**src/rtl/uart_rx_packet_parser.sv**
```systemverilog
`default_nettype none
// +----------------------------------------------------------------------------+
// | uart_rx_packet_parser: [A5][LEN][payload][CSUM] frame decoder after UART RX |
// | Optional idle timeout: define UART_PKT_TIMEOUT_EN.     Rev 1.0              |
// +----------------------------------------------------------------------------+
module uart_rx_packet_parser #(
  parameter int MAX_LEN = 16
`ifdef UART_PKT_TIMEOUT_EN
  ,
  parameter int TIMEOUT_CYCLES = 100000
`endif
) (
  input  logic       clk,
  input  logic       reset_n,
  input  logic [7:0] i_Rx_Byte,
  input  logic       i_Rx_Done,
  output logic [7:0] o_Data_Byte,
  output logic       o_Data_Valid,
  output logic [7:0] o_Pkt_Len,
  output logic       o_Pkt_Done,
  output logic       o_Pkt_Err,
  output logic [1:0] o_Err_Code,
  output logic       o_Busy
);

  localparam logic [7:0] C_SOF         = 8'hA5;
  localparam logic [7:0] C_MAX_LEN     = 8'(MAX_LEN);
  localparam logic [1:0] C_ERR_LEN     = 2'b01;
  localparam logic [1:0] C_ERR_CSUM    = 2'b10;
  localparam logic [1:0] C_ERR_TIMEOUT = 2'b11;

  typedef enum logic [1:0] {
    ST_IDLE    = 2'd0,
    ST_LEN     = 2'd1,
    ST_PAYLOAD = 2'd2,
    ST_CSUM    = 2'd3
  } state_t;

  state_t     state_q, state_d;
  logic       rx_done_dly_q;
  logic       rx_event;
  logic [7:0] sum_q, sum_d;
  logic [7:0] cnt_q, cnt_d;
  logic [7:0] data_byte_q, data_byte_d;
  logic       data_valid_q, data_valid_d;
  logic [7:0] pkt_len_q, pkt_len_d;
  logic       pkt_done_q, pkt_done_d;
  logic       pkt_err_q, pkt_err_d;
  logic [1:0] err_code_q, err_code_d;
  logic       busy_q, busy_d;
  logic       timeout_hit;

  // Delay register resets high so a Done level present at reset release is not an edge.
  always_ff @(posedge clk or negedge reset_n) begin
    if (!reset_n) begin
      rx_done_dly_q <= 1'b1;
    end else begin
      rx_done_dly_q <= i_Rx_Done;
    end
  end

  assign rx_event = i_Rx_Done & ~rx_done_dly_q;

`ifdef UART_PKT_TIMEOUT_EN
  localparam logic [31:0] C_TIMEOUT_LAST = 32'(TIMEOUT_CYCLES - 1);

  logic [31:0] idle_cnt_q, idle_cnt_d;

  always_comb begin
    idle_cnt_d  = idle_cnt_q + 32'd1;
    if ((state_q == ST_IDLE) || rx_event) begin
      idle_cnt_d = 32'd0;
    end
    // A byte arriving in the expiry cycle takes priority over the timeout.
    timeout_hit = (state_q != ST_IDLE) && !rx_event && (idle_cnt_q >= C_TIMEOUT_LAST);
  end

  always_ff @(posedge clk or negedge reset_n) begin
    if (!reset_n) begin
      idle_cnt_q <= 32'd0;
    end else begin
      idle_cnt_q <= idle_cnt_d;
    end
  end
`else
  assign timeout_hit = 1'b0;
`endif

  always_comb begin
    state_d      = state_q;
    sum_d        = sum_q;
    cnt_d        = cnt_q;
    data_byte_d  = data_byte_q;
    data_valid_d = 1'b0;
    pkt_len_d    = pkt_len_q;
    pkt_done_d   = 1'b0;
    pkt_err_d    = 1'b0;
    err_code_d   = err_code_q;

    case (state_q)
      ST_IDLE: begin
        if (rx_event && (i_Rx_Byte == C_SOF)) begin
          state_d = ST_LEN;
        end
      end
      ST_LEN: begin
        if (rx_event) begin
          if ((i_Rx_Byte == 8'd0) || (i_Rx_Byte > C_MAX_LEN)) begin
            pkt_err_d  = 1'b1;
            err_code_d = C_ERR_LEN;
            state_d    = ST_IDLE;
          end else begin
            pkt_len_d = i_Rx_Byte;
            sum_d     = i_Rx_Byte;
            cnt_d     = i_Rx_Byte;
            state_d   = ST_PAYLOAD;
          end
        end
      end
      ST_PAYLOAD: begin
        if (rx_event) begin
          data_byte_d  = i_Rx_Byte;
          data_valid_d = 1'b1;
          sum_d        = sum_q + i_Rx_Byte;
          cnt_d        = cnt_q - 8'd1;
          if (cnt_q == 8'd1) begin
            state_d = ST_CSUM;
          end
        end
      end
      ST_CSUM: begin
        if (rx_event) begin
          if (i_Rx_Byte == sum_q) begin
            pkt_done_d = 1'b1;
          end else begin
            pkt_err_d  = 1'b1;
            err_code_d = C_ERR_CSUM;
          end
          state_d = ST_IDLE;
        end
      end
      default: state_d = ST_IDLE;
    endcase

    if (timeout_hit) begin
      pkt_err_d  = 1'b1;
      err_code_d = C_ERR_TIMEOUT;
      state_d    = ST_IDLE;
    end

    busy_d = (state_d != ST_IDLE);
  end

  always_ff @(posedge clk or negedge reset_n) begin
    if (!reset_n) begin
      state_q <= ST_IDLE;
      sum_q   <= 8'd0;
      cnt_q   <= 8'd0;
    end else begin
      state_q <= state_d;
      sum_q   <= sum_d;
      cnt_q   <= cnt_d;
    end
  end

  always_ff @(posedge clk or negedge reset_n) begin
    if (!reset_n) begin
      data_byte_q  <= 8'd0;
      data_valid_q <= 1'b0;
      pkt_len_q    <= 8'd0;
      pkt_done_q   <= 1'b0;
      pkt_err_q    <= 1'b0;
      err_code_q   <= 2'b00;
      busy_q       <= 1'b0;
    end else begin
      data_byte_q  <= data_byte_d;
      data_valid_q <= data_valid_d;
      pkt_len_q    <= pkt_len_d;
      pkt_done_q   <= pkt_done_d;
      pkt_err_q    <= pkt_err_d;
      err_code_q   <= err_code_d;
      busy_q       <= busy_d;
    end
  end

  assign o_Data_Byte  = data_byte_q;
  assign o_Data_Valid = data_valid_q;
  assign o_Pkt_Len    = pkt_len_q;
  assign o_Pkt_Done   = pkt_done_q;
  assign o_Pkt_Err    = pkt_err_q;
  assign o_Err_Code   = err_code_q;
  assign o_Busy       = busy_q;

endmodule
`default_nettype wire
```
**config.mk**
```make
export PLATFORM = sky130hd
export DESIGN_NAME = uart_rx_packet_parser
export DESIGN_NICKNAME = d
export VERILOG_FILES = /design/src/rtl/uart_rx_packet_parser.sv
export SDC_FILE = /design/constraint.sdc
export NUM_CORES = 1
export LEC_CHECK = 0
export ABC_AREA = 0
export CORE_UTILIZATION = 30
export CTS_CLUSTER_SIZE = 20
export DETAILED_ROUTE_END_ITERATION = 8
export HOLD_SLACK_MARGIN = 0.03
export SLEW_MARGIN = 20
export SYNTH_ARGS = -nofsm -noshare
export SYNTH_HDL_FRONTEND = slang
export SYNTH_SLANG_ARGS = --single-unit
```
**constraint.sdc**
```tcl
create_clock -name clk -period 2.1 [get_ports clk]
set_input_delay 0.21 -clock clk [delete_from_list [all_inputs] [get_ports clk]]
set_output_delay 0.21 -clock clk [all_outputs]
set_load 0.05 [all_outputs]
```
# [Word level (Yosys, flattened, before mapping)]
# Cells that the tools add are included.
[op_classes] n_addsub=2 magnitude_cmp=1 n_reduce_logical=11 bitwise=3 n_mux=28 n_mul=0 eq_ne=12 n_shift=0 n_div=0
[op_table] op="two-way mux 8 bit" count=4
[op_table] op="case mux 8 bit (2 select lines)" count=2
[op_table] op="two-way mux 2 bit" count=10
[op_table] op="!= test 2 bit, second input constant" count=6
[op_table] op="two-way mux 1 bit" count=9
[op_table] op="adder 8 bit" count=1
[op_table] op="== test 8 x 1 -> 1 bit, second input constant" count=1
[op_table] op="== test 8 bit" count=1
[op_table] op="== test 8 bit, second input constant" count=1
[op_table] op="greater-than comparator 8 x 5 -> 1 bit, second input constant" count=1
[op_table] op="zero test 8 bit" count=1
[op_table] op="case mux 2 bit (4 select lines)" count=1
[op_table] op="subtractor 8 x 1 -> 8 bit, second input constant" count=1
[op_table] op="nonzero test 2 bit" count=3
[op_table] op="AND reduction 5 bit" count=1
[op_table] op="== test 2 bit, second input constant" count=2
[op_table] op="case mux 2 bit (2 select lines)" count=1
[op_table] op="AND reduction 4 bit" count=1
[op_table] op="AND reduction 3 bit" count=1
[op_table] op="== test 2 x 1 -> 1 bit, second input constant" count=1
[op_table] op="zero test 2 bit" count=1
[op_table] op="NOT 1 bit" count=2
[op_table] op="case mux 1 bit (2 select lines)" count=1
[op_table] op="AND reduction 2 bit" count=1
[op_table] op="other kinds (3)" count=3
[word_totals] n_memories=0 latchBits=0 output_inout_bits=22 romBits=0 inputBits=11 word_cells=68 regBits=41 ramBits=0

# [Logic depth before layout (Yosys ltp)]
# Gate-level depths: netlist (run 1).
[logic_depth] depth_word=6 depth_mapped=9 depth_no_buf=8

# [Worst setup path before layout (run 1)]
# OpenSTA, ideal clock, no wires.
[synth_timing] kind="register to register" start="register sum_q[0]" end="register sum_q[6]" setup_slack_ps=289 required_time_ps=1978 period_less_slack_ps=1811 setup_time_ps=122 arrival_ps=1690 n_path_buf=0 stages_incl_launch_ff=9 cell_sequence="dfrtp_1 ha_1 inv_1 fa_1 nand2b_1 a211oi_1 o21a_1 o21ai_0 a32o_1"
[synth_via] elab_chain_len=3
[synth_rtl] item="start, declared" line="42" rtl="logic [7:0] sum_q, sum_d;"
[synth_rtl] item="start signal, assigned" line="161" rtl="sum_q <= sum_d;"
[synth_rtl] item="adder 8 bit" line="124" rtl="sum_d = sum_q + i_Rx_Byte;"
[synth_rtl] item="two-way mux 8 bit" line="121" rtl="if (rx_event) begin"
[synth_rtl] item="case mux 8 bit (2 select lines)" line="100" rtl="case (state_q)"
# No other way between the ends. The select of a mux whose other input is x is not followed.
# A chain may end at the register's enable or synchronous reset.

# [Final worst setup path (run 1)]
[layout_timing] start="input i_Rx_Byte[3]" end="register sum_q[6]"
[layout_via] elab_chain_len=4 word_cells_on_any_way=8 cone_classes="add/sub: 1; order compare: 1; eq/ne: 1; mux: 2; reduce/logical: 3"
[layout_rtl] item="start, declared" line="15" rtl="input logic [7:0] i_Rx_Byte,"
[layout_rtl] item="greater-than comparator 8 x 5 -> 1 bit / zero test 8 bit (equally long branches)" line="108" rtl="if ((i_Rx_Byte == 8'd0) || (i_Rx_Byte > C_MAX_LEN)) begin"
[layout_rtl] item="logical OR 1 bit" line="108"
[layout_rtl] item="!= test 2 bit (no line)"
[layout_rtl] item="AND reduction 4 bit (no line)"
# Several ways; a longest one is shown, not always the timed one. The select of a mux whose other input is x is not followed.

==> run summary, run 1 <==
ANT nets after route: 0
Library cells used by synthesis: 47
Routed vias/inst: 4.75
Crit-path slowest cell: clkdlybuf4s50_1
Req. time, crit path: 2.29 ns
Layout area overhead: 35.8%
Hold EP: rx_done_dly_q
Max Cap Viol: 0
Clk pin slew, worst setup/hold paths: 0.08 ns
Crit-path max cell delay: 0.56 ns
Placement Cell Area: 2780 sq um
Rows: 30
Int Power: 0.00113 W
Die area: 7400 sq um
Root Driver: clkbuf_8
Grt peak-use layer: met2
Pre-CTS setup slack: -0.311 ns
Fraction of layout cells with a size suffix above 1: 20.3%
Critical Path AT: 2.18 ns
Avg Cell Area, Syn: 9.94 sq um
Grt ovf: 0
Input/output buffers: 32
Relative slew margins: 66.4%
RSZ-0062 raised after global routing: no
Final WL: 5270 um
DR WL/cell: 14.0 um
FF-to-FF End: sum_q[6]
1st-iter DRT viols: 115
CTS tree: built
Reg2Reg Launch Point: sum_q[0]
GRT Resource Usage Total: 15.8%
Power Density: 523 nW/um^2
Hold depth: 1
Grt met3 use: 3.18%
Clock Power Share: 33.6%
Worst Path Class, Setup: input port to flip-flop
Sequential power share: 53.6%
Vias in the first global route: 1795
M1 GR Usage: 20.2%
Hold crit path type: input port to flip-flop
Layout Utilization: 42.3%
Nets: 301
Reg2reg setup slack: 0.17 ns
IO Pins: 33
Hold Startpoint: i_Rx_Done
Critical path fanouts, max: 5
Die height: 86.0 um
Post-synth EDFFs: 0
Design area: 2880 sq um
Vias: 1789
Worst setup EP type: flip-flop
Gate count of the mapped netlist: 213
Net Sw Frac: 25.2%
Yosys warns: 0
Core ar.: 6790 sq um
Ant. Diodes: 0
Chip width: 86.0 um
Max clock buf depth: 2
Critical path cell sequence: clkdlybuf4s50_1, ha_1, nor2_1, a211oi_2, o21a_1, or3_1, a32o_1
R2R cell count: 8
Kind of start point of the critical path: input port
Clock latency on the worst-skew pair: 0.30 ns
Ys flop type: dfrtp_1
Endpoints failing hold: 0
Logic pwr share: 12.8%
Number of synthesized register bits: 41
First-pass iteration count of the detailed router: 6
Sequential-to-total area share from yosys stat: 48.5%
First-pass GRT wire length: 8780 um
Slew at the pin closest to its max-slew limit: 0.502 ns
Buf/Inv on CP: 1
GR Util met2: 25.9%
Lkg Pwr: 1.35 nW
Hpwl dp: 3940 um
Mapped Nets: 234
Synthesized cell area: 2120 sq um
Asr flop ratio synth: 100%
CTS Sinks: 41
H-tree Lvls: 2
Maximum clock rate: 0.503 GHz
Initial Util: 31.2%
Critical path's top delay family: buffers and inverters
Fillers: 687
Pins Over Slew Limit: 0
Outcome: complete, no violations
Antenna violations before repair: 0
Setup Fix Bufs, Post-CTS: 0
Final setup violation count: 0
Maximum vdd drop: 0.000226 V
Setup Skew: 0.00601 ns
Period utilisation layout: 94.6%
Final worst slack: 0.113 ns
Net Switching: 0.000379 W
Residual DRC: 0
RePlAce Congestion: 0.806
Num CTS Buffers: 5
Largest net degree at the start of global routing: 42
Fin crit period: 1.99 ns
[power by group through the flow]
stage / registers (W) / logic, W / clock network, W
detailed placement: 0.000822 / 0.000192 / 0
finish: 0.000807 / 0.000193 / 0.000505
global route: 0.000808 / 0.000211 / 0.000557
global placement: 0.000822 / 0.000190 / 0
floorplan: 0.000837 / 0.0000642 / 0
CTS: 0.000807 / 0.000194 / 0.000524
[stage by stage]
| step | power [W] | hold slack, ns | TNS [ns] | instances |
|---|---|---|---|---|
| 2_1_floorplan | 0.000901 | -0.0856 | 0 | 213 |
| 3_3_place_gp | 0.00101 | 0.203 | -2.37 | 368 |
| 3_5_place_dp | 0.00101 | 0.205 | -2.71 | 368 |
| 4_1_cts | 0.00152 | 0.390 | 0 | 377 |
| 5_1_grt | 0.00158 | 0.403 | 0 | 377 |
| 6_report | 0.00150 | 0.402 | 0 | 377 |
[cells in the final DEF (no fill, tap or decap), types with 5 or more instances in the layout]
master / n
inv_1: 6
nand3_1: 5
a21oi_1: 10
clkbuf_8: 5
nand2_1: 42
o21ai_0: 14
mux2_2: 7
nor2_1: 10
ha_1: 9
clkdlybuf4s50_1: 29
o211ai_1: 5
buf_4: 34
nor4_1: 5
dfrtp_1: 40
[cells by family after synthesis]
logic type	count (synthesis)	share of synthesized area (%)
AND/OR/NAND/NOR	86	20.3
adder cells (fa/ha/maj)	10	6.26
buffers and inverters	15	3.72
AO/OA/AOI/OAI	46	14.0
flip-flops	41	48.5
multiplexers	10	5.14
XOR/XNOR	5	2.07
[metal layers]
metal | vias to the layer above | part of all wire (%)
met1 | 852 | 49
met2 | 37 | 46
met4 | 0 | 2.2
met5 | - | 0
met3 | 11 | 3.7
li1 | 889 | -
[worst max-delay path by stage]
stage / endpoint / slack, ns / cells past startpoint / startpoint
global route: sum_q[6] / 0.03 / 7 / i_Rx_Byte[3]
finish: sum_q[6] / 0.11 / 7 / i_Rx_Byte[3]
floorplan: sum_q[6] / 0.29 / 8 / sum_q[0]
global placement: sum_q[6] / -0.27 / 9 / i_Rx_Byte[0]
CTS: sum_q[2] / 0.07 / 6 / i_Rx_Byte[1]
detailed placement: sum_q[6] / -0.31 / 9 / i_Rx_Byte[0]
[area by class of cell]
cell class                 count  area, sq um  share of cell area [%]
timing repair buffer          68          602                    20.9
inverter                       7         26.3                   0.913
clock buffer                   8         80.1                    2.78
multi-input combinational    157         1020                    35.5
tap                           96          120                    4.18
sequential                    41         1030                    35.7
[synthesized netlist by cell type (2+ instances only)]
cell type / instances / area share, %
nand2_1: 42 / 7.4
dfrtp_1: 40 / 47
o21ai_0: 14 / 3.3
a21oi_1: 11 / 2.6
nor2_1: 10 / 1.8
ha_1: 9 / 5.3
mux2_2: 7 / 3.7
inv_1: 6 / 1.1
nand3_1: 5 / 1.2
nor4_1: 5 / 1.5
o211ai_1: 5 / 1.8
and2_1: 4 / 1.2
clkbuf_1: 4 / 0.71
nand2b_1: 4 / 1.2
mux2i_1: 3 / 1.4
o21a_1: 3 / 1.1
xor2_1: 3 / 1.2
a31oi_1: 2 / 0.59
buf_4: 2 / 0.71
buf_6: 2 / 1.1
nand3b_1: 2 / 0.71
nor2b_1: 2 / 0.59
nor4b_1: 2 / 0.83
or4_1: 2 / 0.71
xnor2_1: 2 / 0.83
[what timing repair did]
action / in CTS / in global routing
hold buffers: 1 / 0
hold endpoints to repair: 40 / 0
gates resized for setup: 1 / 3
endpoints found under the setup margin: 1 / 4
[sequential cells by signal, summed over array words and instances (netlist names)]
| signal | cells |
|---|---|
| state_q | 2 |
| o_Pkt_Err | 1 |
| o_Pkt_Done | 1 |
| o_Err_Code | 2 |
| sum_q | 8 |
| o_Data_Byte | 8 |
| o_Data_Valid | 1 |
| o_Pkt_Len | 8 |
| rx_done_dly_q | 1 |
| o_Busy | 1 |
| cnt_q | 8 |
No activity file was read; power rests on OpenSTA's default activity.
==> inputs of run 2 (changes only) <==
CORE_MARGIN = 5   (was not set)
CORE_UTILIZATION = 35   (was 30)
==> run 2 against run 1 <==
Effect of this change: via count down 1.1%; final cell count fell by 5.6%; sequential share of layout area increased by 0.078 points; critical path depth is 1 lower; combinational power barely moved; highest routed layer unchanged; non-clock buffer count unchanged.
==> run summary, run 2 (synthesis gave the netlist of run 1 again) <==
Slew at the pin closest to its max-slew limit: 0.552 ns
Clock latency on the worst-skew pair: 0.30 ns
Hold crit path type: input port to flip-flop
Max clock buf depth: 2
Chip width: 87.8 um
Most common cell after layout, fill and taps aside: nand2_1
CTS tree: built
Routed vias/inst: 4.97
Hpwl dp: 3960 um
Hold depth: 3
Vias: 1770
Clock Power Share: 37.5%
Tightest hold margin: 0.351 ns
Commonest cells after routing, fill and taps aside: 42 x nand2_1, 40 x dfrtp_1, 35 x buf_4
RSZ-0062 raised after global routing: no
Largest net degree at the start of global routing: 42
First-pass iteration count of the detailed router: 4
Final setup TNS: 0 ns
Antenna violations before repair: 0
RePlAce Congestion: 0.785
Die area: 7710 sq um
Reg2reg setup slack: 0.19 ns
Rows: 28
Maximum clock rate: 0.508 GHz
Setup Skew: 0.0120 ns
Lkg Pwr: 1.36 nW
Nets: 301
Ant. Diodes: 0
Power Density: 556 nW/um^2
Critical path fanouts, max: 5
Fin crit period: 1.97 ns
Maximum vdd drop: 0.000365 V
Core ar.: 5890 sq um
Clk pin slew, worst setup/hold paths: 0.08 ns
1st-iter DRT viols: 107
Req. time, crit path: 2.29 ns
Root Driver: clkbuf_8
Relative slew margins: 63.0%
Max Cap Viol: 0
Initial Util: 36.0%
Worst Path Class, Setup: input port to flip-flop
Final setup violation count: 0
Period utilisation layout: 93.7%
Pins Over Slew Limit: 0
R2R cell count: 8
Fraction of layout cells with a size suffix above 1: 21.7%
IO Pins: 33
Residual DRC: 0
Final WL: 5230 um
Vias in the first global route: 1785
Endpoints failing hold: 0
Net Switching: 0.000404 W
Num CTS Buffers: 5
Outcome: complete, no violations
Die height: 87.8 um
Net Sw Frac: 25.3%
H-tree Lvls: 2
Int Power: 0.00119 W
CTS Sinks: 41
DR WL/cell: 14.7 um
Kind of start point of the critical path: input port
GRT Resource Usage Total: 15.3%
Critical Path AT: 2.16 ns
First-pass GRT wire length: 9070 um
Logic pwr share: 12.0%
Layout area overhead: 35.5%
Worst setup EP type: flip-flop
Grt ovf: 0
ANT nets after route: 0
Sequential power share: 50.5%
Input/output buffers: 32
run 2: final cells by class:
type / count / area (sq um)
clock buffer: 7 / 96.3
clock inverter: 1 / 8.76
fill: 555 / 3020
inverter: 7 / 26.3
multi-input combinational: 157 / 1030
sequential: 41 / 1030
tap: 75 / 93.8
timing repair buffer: 68 / 591
run 2: final timing paths:
| path | start | end |
|---|---|---|
| max | i_Rx_Byte[2] | o_Err_Code[1] |
| min | i_Rx_Byte[0] | o_Pkt_Len[0] |
| max reg2reg | sum_q[0] | sum_q[6] |
| min reg2reg | cnt_q[6] | cnt_q[6] |
| max in group asynchronous | reset_n | sum_q[6] |
| min in group asynchronous | reset_n | o_Data_Byte[1] |
run 2: per-layer routing:
metal / global-route usage, % / vias up / routed length [um]
li1: - / 887 / -
met5: 0 / - / 0
met1: 20.8 / 847 / 2450
met3: 2.73 / 7 / 191
met4: 5.02 / 0 / 61
met2: 24.6 / 29 / 2530
run 2: worst max-delay path: stages:
cell	delay, ns
clkdlybuf4s50_1	0.52
ha_1	0.42
nor4b_1	0.34
buf_4	0.17
a31oi_1	0.20
a22o_1	0.29
run 2: stage by stage:
step	setup WS (ns)	instances	power [W]	area [sq um]	util, %
after floorplan	0.289	213	0.000901	2120	-
after global placement	-0.167	346	0.00101	2730	46.4
after detailed placement	-0.179	346	0.00101	2730	46.4
after CTS	0.124	355	0.00161	2850	48.3
after global routing	0.0145	356	0.00167	2870	48.8
final	0.132	356	0.00160	2870	48.8
run 2: power by group through the flow:
stage                     logic [W]  clock network [W]  registers (W)
after floorplan           0.0000642                  0       0.000837
after global placement     0.000186                  0       0.000822
after detailed placement   0.000188                  0       0.000822
after CTS                  0.000190           0.000616       0.000806
after global routing       0.000213           0.000647       0.000808
final                      0.000192           0.000599       0.000806
run 2: repair_timing:
action,in CTS,in global routing
endpoints found under the setup margin,0,1
hold endpoints to repair,40,0
buffers inserted,0,1
hold buffers,1,0
resized for setup,0,4
==> inputs of run 3 (changes only) <==
CTS_CLUSTER_DIAMETER = 80   (was not set)
==> results of run 3 <==
Final layout, timing and power as in run 2 (identical DEF).
==> patch, RTL diff (flow settings as in run 1) <==
The option `UART_PKT_TIMEOUT_EN` is turned on by a define.
--- a/src/rtl/uart_rx_packet_parser.sv
+++ b/src/rtl/uart_rx_packet_parser.sv
@@ -3,6 +3,8 @@
 // | uart_rx_packet_parser: [A5][LEN][payload][CSUM] frame decoder after UART RX |
 // | Optional idle timeout: define UART_PKT_TIMEOUT_EN.     Rev 1.0              |
 // +----------------------------------------------------------------------------+
+`define UART_PKT_TIMEOUT_EN
+
 module uart_rx_packet_parser #(
   parameter int MAX_LEN = 16
 `ifdef UART_PKT_TIMEOUT_EN
Check against the original RTL: no difference found for any inputs over 10 cycles, from zero or initial values and one cycle with reset_n low; that may be too few to reach the edited logic, so the function may still have changed.
==> patch against run 1 <==
  * Routed wire length is 81% higher
  * Power grew to 2.6 times the old value
  * Worst setup slack worse by 0.031 ns
  * Register-to-register slack worse by 0.09 ns
  * Critical endpoint is now sum_q[7]$_DFFE_PN0P_
  * Combinational power grew to 3.5 times the old value
  * Cell area is 75% higher
  * Count of clock-buffer cells in the layout is 1 higher
  * Largest cell class is now multi-input gates
  * Synthesized area is 82% higher
  * Highest routed layer unchanged
  * Clock power grew to 3.2 times the old value
  * Sequential cell count is 32 higher
  * Sequential power is 96% higher
==> patch: results (changes against run 1) <==
yosys:
  synth_compound_area_share_pct: 10.8  # was 14.0%
  syn-num-nets: 433  # was 234
  synth_area_leaders: "dfrtp_1 (47%), nand2_1 (6.1%), xnor2_1 (3.6%)"  # was dfrtp_1 (47%), nand2_1 (7.4%), ha_1 (5.3%)
  synthMuxAreaShare_pct: 3.08  # was 5.14%
  synthAdderAreaFrac_pct: 3.76  # was 6.26%
  synth_cell_types: 53  # was 47
  synth-xor-area-share_pct: 5.22  # was 2.07%
  syn_inst: 411  # was 213
  ys_top_cells_by_count: "dfrtp_1 (72), nand2_1 (63), nor2_1 (35)"  # was nand2_1 (42), dfrtp_1 (40), o21ai_0 (14)
  seq_area_frac_synth_pct: 47.4  # was 48.5%
power:
  ir_drop_uv: 404  # was 226 uV
  p_leak_uw: 0.00219  # was 0.00135 uW
cts:
  cts_max_level: 3  # was 2
  path_clk_slew_ns: 0.06  # was 0.08 ns
  cts_buffers: 9  # was 5
  cts_root_buffer: "clkbuf_16"  # was clkbuf_8
setup_path:
  path_max_fanout: 3  # was 5
  crit_arrival_ns: 2.29  # was 2.18 ns
  critPathTopFamily: "simple AND/OR/NAND/NOR gates"  # was buffers and inverters
  startpoint: "sum_q[2]$_DFFE_PN0P_"  # was i_Rx_Byte[3]
  rr_worst_depth: 7  # was 8
  cp_slowest_cell: "or4b_2"  # was clkdlybuf4s50_1
  endpoint: "sum_q[7]$_DFFE_PN0P_"  # was sum_q[6]$_DFFE_PN0P_
drt:
  drtPass1Iterations: 4  # was 6
  met1_length_mm: 4.60  # was 2.56 mm
  dr.first_iter.drc_count: 229  # was 115
  wl_met2_mm: 4.50  # was 2.40 mm
  viasPerCell: 5.00  # was 4.75
  vias: 3280  # was 1,789
  met3_length_um: 321  # was 196 um
  detail_route.wl_per_cell_um: 14.6  # was 14.0 um
layout:
  fin_nets: 501  # was 301
  drive_above_1_share_pct: 16.5  # was 20.3%
global_routing:
  grt_use_met2_pct: 23.7  # was 25.9%
  grtUsageMet1_pct: 20.9  # was 20.2%
  grt_pass1_wl_mm: 15.7  # was 8.78 mm
  grt_pass1_vias: 3140  # was 1,795
  met3_usage_pct: 2.82  # was 3.18%
  track_usage_pct: 15.1  # was 15.8%
  grt_max_degree: 49  # was 42
timing:
  finClkSkew_ns: 0.00527  # was 0.00601 ns
  hold_slack_ns: 0.340  # was 0.402 ns
  worst_pin_slew_ns: 0.716  # was 0.502 ns
worst_hold_path:
  whs_endpoint: "o_Data_Byte[0]$_DFFE_PN0P_"  # was rx_done_dly_q$_DFF_PN1_
  min_path_type: "in2reg"  # unchanged
  hold_path_depth: 4  # was 1
status:
  status: "finished, final reports clean"  # unchanged
placement:
  dp_slack_ns: -0.242  # was -0.311 ns
  dpl.hpwl_mm: 6.83  # was 3.94 mm
  globalplace.congestion: 0.868  # was 0.806
-- patch: changes by cell type after synthesis, sizes merged, moves of 5 or more --
cell / delta
nand4: +8
and4: +5
xnor2: +14
inv: +7
nor3: +8
or3: +7
dfrtp: +32
or4: +5
nand2: +21
o21ai: +7
nor2: +25
nor4: +6
clkbuf: +5
nand3: +20
-- patch: final cells by class --
class	instances	area, sq um
fill	1203	7540
timing repair buffer	73	643
sequential	73	1830
multi-input combinational	308	1970
clock buffer	9	225
inverter	14	52.6
clock inverter	7	95.1
tap	172	215
-- patch: repair_timing --
action | 4_1_cts | 5_1_grt
hold buffers | 1 | 0
hold endpoints to repair | 62 | 0
gates resized for setup | 0 | 9
endpoints found under the setup margin | 0 | 2
-- patch: where the power goes --
part | internal, uW | total (uW) | switching [uW]
clock network | 1040 | 1640 | 605
registers | 1500 | 1580 | 80.6
logic | 276 | 669 | 393
